### src/rtl/mips_mem_pkg.sv
// Shared types for the unified memory port arbiter.
// Holds state and owner encodings plus default bus widths.
package mips_mem_pkg;

    localparam int ADDR_W_DEF = 32;
    localparam int DATA_W_DEF = 32;

    typedef enum logic [1:0] {
        IDLE,
        IF_BUSY,
        DM_BUSY,
        RESP
    } arb_state_t;

    typedef enum logic {
        OWN_IF,
        OWN_DM
    } owner_t;

endpackage

### src/rtl/mem_timeout_ctr.sv
// Counts cycles of an outstanding memory access.
// Flags expiry when the count reaches TIMEOUT; TIMEOUT=0 never expires.
module mem_timeout_ctr #(
    parameter int TIMEOUT = 255
) (
    input  logic clk,
    input  logic rst_n,
    input  logic clr,
    input  logic en,
    output logic expired
);

    localparam int CW = (TIMEOUT > 0) ? $clog2(TIMEOUT + 1) : 1;
    localparam logic [CW-1:0] LIMIT = CW'(TIMEOUT);

    logic [CW-1:0] count;

    // Saturates at LIMIT so expiry stays asserted until cleared
    always_ff @(posedge clk or negedge rst_n) begin
        if (!rst_n) begin
            count <= '0;
        end else if (clr) begin
            count <= '0;
        end else if (en && count != LIMIT) begin
            count <= count + CW'(1);
        end
    end

    assign expired = (TIMEOUT != 0) && (count == LIMIT);

endmodule

### src/rtl/mem_port_arbiter.sv
// Shares one memory port between fetch and data access.
// One outstanding access; data side wins ties; one-cycle ready pulses.
module mem_port_arbiter
    import mips_mem_pkg::*;
#(
    parameter int ADDR_W  = ADDR_W_DEF,
    parameter int DATA_W  = DATA_W_DEF,
    parameter int TIMEOUT = 255
) (
    input  logic              clk,
    input  logic              rst_n,
    input  logic              if_req,
    input  logic [ADDR_W-1:0] if_addr,
    output logic [DATA_W-1:0] if_rdata,
    output logic              if_ready,
    input  logic              dm_req,
    input  logic              dm_we,
    input  logic [ADDR_W-1:0] dm_addr,
    input  logic [DATA_W-1:0] dm_wdata,
    output logic [DATA_W-1:0] dm_rdata,
    output logic              dm_ready,
    output logic              mem_req,
    output logic              mem_we,
    output logic [ADDR_W-1:0] mem_addr,
    output logic [DATA_W-1:0] mem_wdata,
    input  logic [DATA_W-1:0] mem_rdata,
    input  logic              mem_ack,
    output logic              stall_if,
    output logic              stall_mem,
    output logic              bus_err
);

    arb_state_t state, state_n;
    owner_t     owner;
    logic       err;
    logic       busy;
    logic       grant;
    logic       expired;

    assign busy  = (state == IF_BUSY) || (state == DM_BUSY);
    assign grant = (state == IDLE) && (dm_req || if_req);

    // Counting starts at the grant edge so expiry lands on the last busy cycle
    mem_timeout_ctr #(
        .TIMEOUT(TIMEOUT)
    ) u_tmo (
        .clk    (clk),
        .rst_n  (rst_n),
        .clr    (!(grant || busy)),
        .en     (grant || busy),
        .expired(expired)
    );

    always_ff @(posedge clk or negedge rst_n) begin
        if (!rst_n) begin
            state <= IDLE;
        end else begin
            state <= state_n;
        end
    end

    always_comb begin
        state_n = state;
        unique case (state)
            IDLE: begin
                if (dm_req) begin
                    state_n = DM_BUSY;
                end else if (if_req) begin
                    state_n = IF_BUSY;
                end
            end
            IF_BUSY, DM_BUSY: begin
                if (mem_ack || expired) begin
                    state_n = RESP;
                end
            end
            RESP:    state_n = IDLE;
            default: state_n = IDLE;
        endcase
    end

    always_ff @(posedge clk or negedge rst_n) begin
        if (!rst_n) begin
            owner     <= OWN_IF;
            err       <= 1'b0;
            mem_we    <= 1'b0;
            mem_addr  <= '0;
            mem_wdata <= '0;
            if_rdata  <= '0;
            dm_rdata  <= '0;
        end else if (state == IDLE) begin
            err <= 1'b0;
            if (dm_req) begin
                owner     <= OWN_DM;
                mem_we    <= dm_we;
                mem_addr  <= dm_addr;
                mem_wdata <= dm_wdata;
            end else if (if_req) begin
                owner     <= OWN_IF;
                mem_we    <= 1'b0;
                mem_addr  <= if_addr;
                mem_wdata <= '0;
            end
        end else if (busy) begin
            if (mem_ack) begin
                if (owner == OWN_IF) begin
                    if_rdata <= mem_rdata;
                end else if (!mem_we) begin
                    dm_rdata <= mem_rdata;
                end
            end else if (expired) begin
                err <= 1'b1;
                if (owner == OWN_IF) begin
                    if_rdata <= '0;
                end else begin
                    dm_rdata <= '0;
                end
            end
        end
    end

    always_comb begin
        mem_req   = busy;
        if_ready  = (state == RESP) && (owner == OWN_IF);
        dm_ready  = (state == RESP) && (owner == OWN_DM);
        bus_err   = (state == RESP) && err;
        stall_if  = if_req && !if_ready;
        stall_mem = dm_req && !dm_ready;
    end

endmodule

### config.mk
export PLATFORM = sky130hd
export DESIGN_NAME = mem_port_arbiter
export DESIGN_NICKNAME = d
export VERILOG_FILES = /design/src/rtl/mips_mem_pkg.sv /design/src/rtl/mem_timeout_ctr.sv /design/src/rtl/mem_port_arbiter.sv
export SDC_FILE = /design/constraint.sdc
export NUM_CORES = 1
export LEC_CHECK = 0
export BUFFER_PORTS_ARGS = -buffer_cell sky130_fd_sc_hd__buf_2
export CORE_MARGIN = 1
export CORE_UTILIZATION = 46
export DETAILED_ROUTE_END_ITERATION = 10
export GPL_ROUTABILITY_DRIVEN = 0
export HOLD_SLACK_MARGIN = 0.03
export PLACE_DENSITY = 0.87
export SETUP_SLACK_MARGIN = 0.5
export SLEW_MARGIN = 10
export SYNTH_ARGS = -nofsm -noshare
export SYNTH_HDL_FRONTEND = slang
export SYNTH_SLANG_ARGS = --single-unit
### constraint.sdc
create_clock -name clk -period 2.6 [get_ports clk]
set_clock_uncertainty 0.05 [all_clocks]
set_input_delay 0 -clock clk [delete_from_list [all_inputs] [get_ports clk]]
set_output_delay 0 -clock clk [all_outputs]
set_load 0.02 [all_outputs]
# After elaboration in Yosys (flattened, before gate mapping)
# Cells that the tools add are included.
word_totals:
  inputBits: 134
  regBits: 141
classes:
  n_mux: 26
  add_sub_neg: 1
  bitwise: 2
  n_reduce_logical: 24
  eq_ne: 10
ops:
  columns: ["op", "count"]
  rows:
  - ["$mux W32", 13]
  - ["$mux W8", 2]
  - ["$add A8 B1 Y8 const B", 1]
  - ["$eq A8 B8 Y1 const B", 1]
  - ["$ne A8 B8 Y1 const B", 1]
  - ["$reduce_bool A2 Y1", 4]
  - ["$logic_and A1 B1 Y1", 7]
  - ["$mux W1", 7]
  - ["$mux W2", 3]
  - ["$ne A2 B2 Y1 const B", 3]
  - ["$pmux W2 S3", 1]
  - ["$reduce_and A5 Y1", 1]
  - ["$eq A2 B2 Y1 const B", 2]
  - ["$logic_or A1 B1 Y1", 4]
  - ["$reduce_and A2 Y1", 2]
  - ["$reduce_and A4 Y1", 1]
  - ["$ne A3 B3 Y1 const B", 1]
  - ["$reduce_and A3 Y1", 1]
  - ["$eq A2 B1 Y1 const B", 1]
  - ["$logic_not A1 Y1", 2]
  - ["$logic_not A2 Y1", 1]
  - ["$ne A2 B1 Y1 const B", 1]
  - ["$not A1 Y1", 2]
  - ["$reduce_or A2 Y1", 1]

# Depth between registers and ports, before layout
depth:
  ltp_word: 6
  ltp_mapped: 8
  mapped_depth_nobuf: 6

# Hierarchy
# A second synthesis with hierarchy kept.
unflattened:
  hier_cells: 465
  hier_area_um2: 6124.6
by_module_without_submodules:
  columns: ["mod", "area_each_um2", "instances", "cells_each", "seq_area_each_um2"]
  rows:
  - ["mem_port_arbiter", 5650.4, 1, 418, 3328.2]
  - ["mem_timeout_ctr", 474.2, 1, 47, 200.2]

# Worst setup path after synthesis
# Ideal clock, no wire load.
synth_timing:
  kind: "reg-to-reg"
  start: "register state[0]"
  end: "register if_rdata[0]"
  stages_incl_launch_ff: 8
  setup_time_ns: 0.121
  setup_slack_ns: 0.701
  required_time_ns: 2.429
  arrival_ns: 1.728
  path_cell_list: "dfrtp_1 -> inv_1 -> ha_1 -> nor2b_2 -> and3_1 -> buf_2 -> buf_4 -> a22o_1"
synth_via:
  elab_chain_len: 3
synth_rtl:
  columns: ["element", "line", "source"]
  rows:
  - ["from (decl)", "mem_port_arbiter.sv:33", "arb_state_t state, state_n;"]
  - ["from (signal assigned)", "mem_port_arbiter.sv:58", "state <= state_n;"]
  - ["$eq A2 B1 Y1 or $eq A2 B2 Y1 (tied branches)", "mem_port_arbiter.sv:40", "assign busy = (state == IF_BUSY) || (state == DM_BUSY);"]
  - ["$logic_or A1 B1 Y1 (*)", "mem_port_arbiter.sv:40", null]
  - ["named net mem_req", "mem_port_arbiter.sv:22", "output logic mem_req,"]
  - ["$reduce_and A4 Y1 (no source line) (*)", null, null]
  - ["to (signal assigned)", "mem_port_arbiter.sv:107", "if_rdata <= mem_rdata;"]
  - ["to (decl)", "mem_port_arbiter.sv:14", "output logic [DATA_W-1:0] if_rdata,"]
# Mark *: on every way through the listed nets, which the timed path passes. The rest lies on a longest branch.
# A chain may end at the register's enable or synchronous reset.

# Worst setup path after layout
layout_timing:
  start: "register state[1]"
  end: "register if_rdata[31]"
layout_via:
  elab_chain_len: 3
layout_rtl:
  columns: ["element", "line"]
  rows:
  - ["$eq A2 B1 Y1 (tied with other cells)", "mem_port_arbiter.sv:40"]
  - ["$logic_or A1 B1 Y1 or $not A1 Y1 (tied branches)", null]
  - ["$reduce_and A4 Y1 (no source line) (*)", null]
# Every way passes the cells marked *; elsewhere a longest branch is shown, timed or not.

==> results.md <==
- Status: completed
- NetSw: 4.58 mW
- Worst r2r src: state[1]
- Slew HR: 40.6%
- Sw Share: 42.0%
- Combinational share of power: 43.6%
- Cell area after synthesis: 5660 µm²
- WP depth: 6
- CTS sink cnt: 141
- Crit Reg-Reg Endpoint: if_rdata[31]
- Hold Vio Cnt, Final: 0
- Crit path max fanout: 16
- Core Area: 12000 µm²
- CP arrival: 2.18 ns
- Share of layout cells above drive strength 1: 38.6%
- Crit start category: flip-flop
- Seq. cell area: 3530 µm²
- Top-count cell post-synth: dfrtp_1
- Clk Latency, worst-skew pair: 0.42 ns
- Post-synth EDFFs: 0
- CP startpoint: state[1]
- Initial antenna violation count: 1
- Distinct cells, synth: 42
- Worst path bufs/invs: 1
- Via count: 5613
- Largest cells by area after synthesis: dfrtp_1 62%, a22o_1 15%, mux2i_1 5.7%, o21ai_0 3.0%, nand2_1 2.3%
- Pre-antenna DRT Iters: 5
- Rows: 40
- Crit path capture: if_rdata[31]
- RSZ-0062 raised after global routing: false
- Total track usage: 32.3%
- Filler cells: 703
- Diodes inserted: 0
- Avg Cell Area, Syn: 13.0 µm²
- Max Clock Freq: 0.517 GHz
- Die area: 12800 µm²
- Yosys reg bits: 141
- Clock buffer depth: 2
- Final min period: 1.93 ns
- Internal: 6.33 mW
- Predominant post-synthesis flop cell: dfrtp_1
- Clock power frac: 21.1%
- Top cells by count, synth: 141 x dfrtp_1, 95 x a22o_1, 34 x nand2_1, 34 x o21ai_0, 32 x mux2i_1
- Reg2reg path depth: 6
- Clk slew on worst S/H paths: 0.06 ns
- 1st-iter DRT viols: 557
- Pwr dens: 1220 nW/µm²
- Non-Filler Instances: 988
- CTS tree: yes
- Top cell type's share of synthesized area: 62.3%
- Ports: 269
- DP HPWL: 10600 µm
- Routed length per instance: 20.8 µm
- DP Area: 7040 µm²
- Synth area leader: dfrtp_1
- Vias in the first global route: 5941
- Worst R2R Setup Slack: 0.67 ns
- Crit path kind: reg2reg
- Post-CTS Setup Inserts: 0
- Fin. max-slew vios: 0
- Sequential share of the synthesized area: 62.3%
- Syn. warnings: 0
- Routed WL: 20500 µm
- First-pass GRT wire length: 31200 µm
- Clock root buffer: clkbuf_16
- Slowest cell on crit path: dfrtp_1
- Final Total Pwr: 10.9 mW
- CTS buffer count: 17
- Fin nets: 966
- Worst min path class: in2async
- IO Port Bufs: 268
- Detail Route Antenna Nets: 0
- Cell count after synthesis: 434
- Endpoints failing setup: 0
- Die height: 113 µm
- Leak: 4.71 nW
- Seq pwr share: 35.2%
- Layout area overhead: 58.6%
- Largest net degree at the start of global routing: 68
- Die Span X: 113 µm
- Max Cap Viol: 0
- Pre-CTS setup slack: 0.0645 ns
- Gr ovfl total: 0
- Worst-margin pin slew: 0.891 ns
- Multi-input logic area: 1940 µm²
- Final instance area: 8980 µm²
- Async SR Flop Fraction: 100%
- H-Tree Level Count: 4
- Syn nets: 572
- Final Cycle Share: 74.4%
- Setup TNS: 0 ns
- Critical Path RT: 2.84 ns
- CP cell instances: inv_1 -> ha_2 -> nor2b_4 -> and2_2 -> o21ai_4 -> a22o_1
- Post-route DRC: 0
- DR vias/cell: 5.68
- Cells after DPL: 822
- CP max stage delay: 0.42 ns
- Initial Util: 47.1%
- Peak VDD IR: 0.000640 V
- Critical path endpoint category: flip-flop
- Critical path's top delay family: simple AND/OR/NAND/NOR gates
- Worst Setup Slack, final: 0.666 ns
power groups by stage:
stage               clock network [mW]  registers [mW]  logic (mW)
global route                      2.43            3.91        5.04
detailed placement                   0            3.75        4.32
finish                            2.31            3.84        4.76
floorplan                            0            4.80        1.79
global placement                     0            3.72        4.17
CTS                               2.33            3.74        4.51
worst register-to-register path, cell delays in order (launching register included):
cell     delay [ns]
dfrtp_1        0.42
inv_1          0.07
ha_2           0.40
nor2b_4        0.22
and2_2         0.24
o21ai_4        0.18
a22o_1         0.25
layout make-up:
| class | instances | area share, % |
|---|---|---|
| Clock buffer | 17 | 4.74 |
| Timing Repair Buffer | 407 | 30.6 |
| Tap cell | 147 | 2.05 |
| Inverter | 5 | 0.209 |
| Clock inverter | 15 | 1.51 |
| Multi-Input combinational cell | 256 | 21.6 |
| Sequential cell | 141 | 39.3 |
how the worst min path moves through the flow:
stage          startpoint  cells past startpoint  slack, ns      endpoint
6_report            rst_n                      2       0.11   if_rdata[7]
4_1_cts             rst_n                      2        0.1  dm_rdata[12]
3_5_place_dp        rst_n                      1      -0.01  dm_rdata[12]
2_1_floorplan       rst_n                      0      -0.35   dm_rdata[0]
5_1_grt            dm_req                      4       0.15   mem_addr[1]
3_3_place_gp        rst_n                      1      -0.02  dm_rdata[12]
routing by layer:
metal	up-vias	wire [µm]	GRT usage, %	part of all wire, %
met2	397	10200	53.4	50
met4	2	1050	22.6	5.1
li1	2400	-	-	-
met1	2727	7440	36.1	36
met3	87	1820	9.53	8.9
met5	-	11	0	0.054
layout by cell type (no fill, tap or decap), types with 2 or more instances in the layout:
cell type,synthesis,routed
buf_2,11,267
dfrtp_1,141,141
dlygate4sd3_1,0,132
a22o_1,95,95
nand2_1,34,34
o21ai_0,34,34
mux2i_1,32,32
clkbuf_16,0,17
inv_1,5,5
a21oi_1,5,5
inv_6,0,5
buf_4,4,5
nor2b_1,4,4
nor2_1,5,4
a31oi_1,4,4
clkinv_2,0,4
and2_1,4,3
o21ai_4,0,3
ha_1,4,3
clkinv_4,0,3
and3_4,0,2
nand3_1,2,2
nor3_1,2,2
o22ai_1,2,2
a211oi_1,2,2
a22o_2,2,2
clkinvlp_4,0,2
buf_12,0,2
sequential cells by signal (all words and copies together) (netlist names):
name / flops
err: 1
u_tmo.count: 8
state: 2
mem_wdata: 32
dm_rdata: 32
if_rdata: 32
owner: 1
mem_we: 1
mem_addr: 32
through the flow:
stage                     hold WS, ns  utilization, %
after floorplan                -0.346               -
after global placement        -0.0223            58.6
after detailed placement      -0.0148            58.6
after CTS                      0.0997            74.4
after global routing            0.155            74.8
final                           0.111            74.8
what timing repair did:
action / 4_1_cts / 5_1_grt
gates cloned: 0 / 2
gates resized for setup: 3 / 7
hold buffers: 132 / 0
endpoints found under the hold margin: 241 / 0
setup endpoints to repair: 64 / 65
cells by family after synthesis:
group	Yosys count	share of synthesized area, %
multiplexers	32	5.66
buffers and inverters	39	4.49
AND/OR/NAND/NOR	65	5.86
XOR/XNOR	2	0.309
flip-flops	141	62.3
adder cells (fa/ha/maj)	4	0.884
AO/OA/AOI/OAI	151	20.5
(Power assumes the default switching activity.)
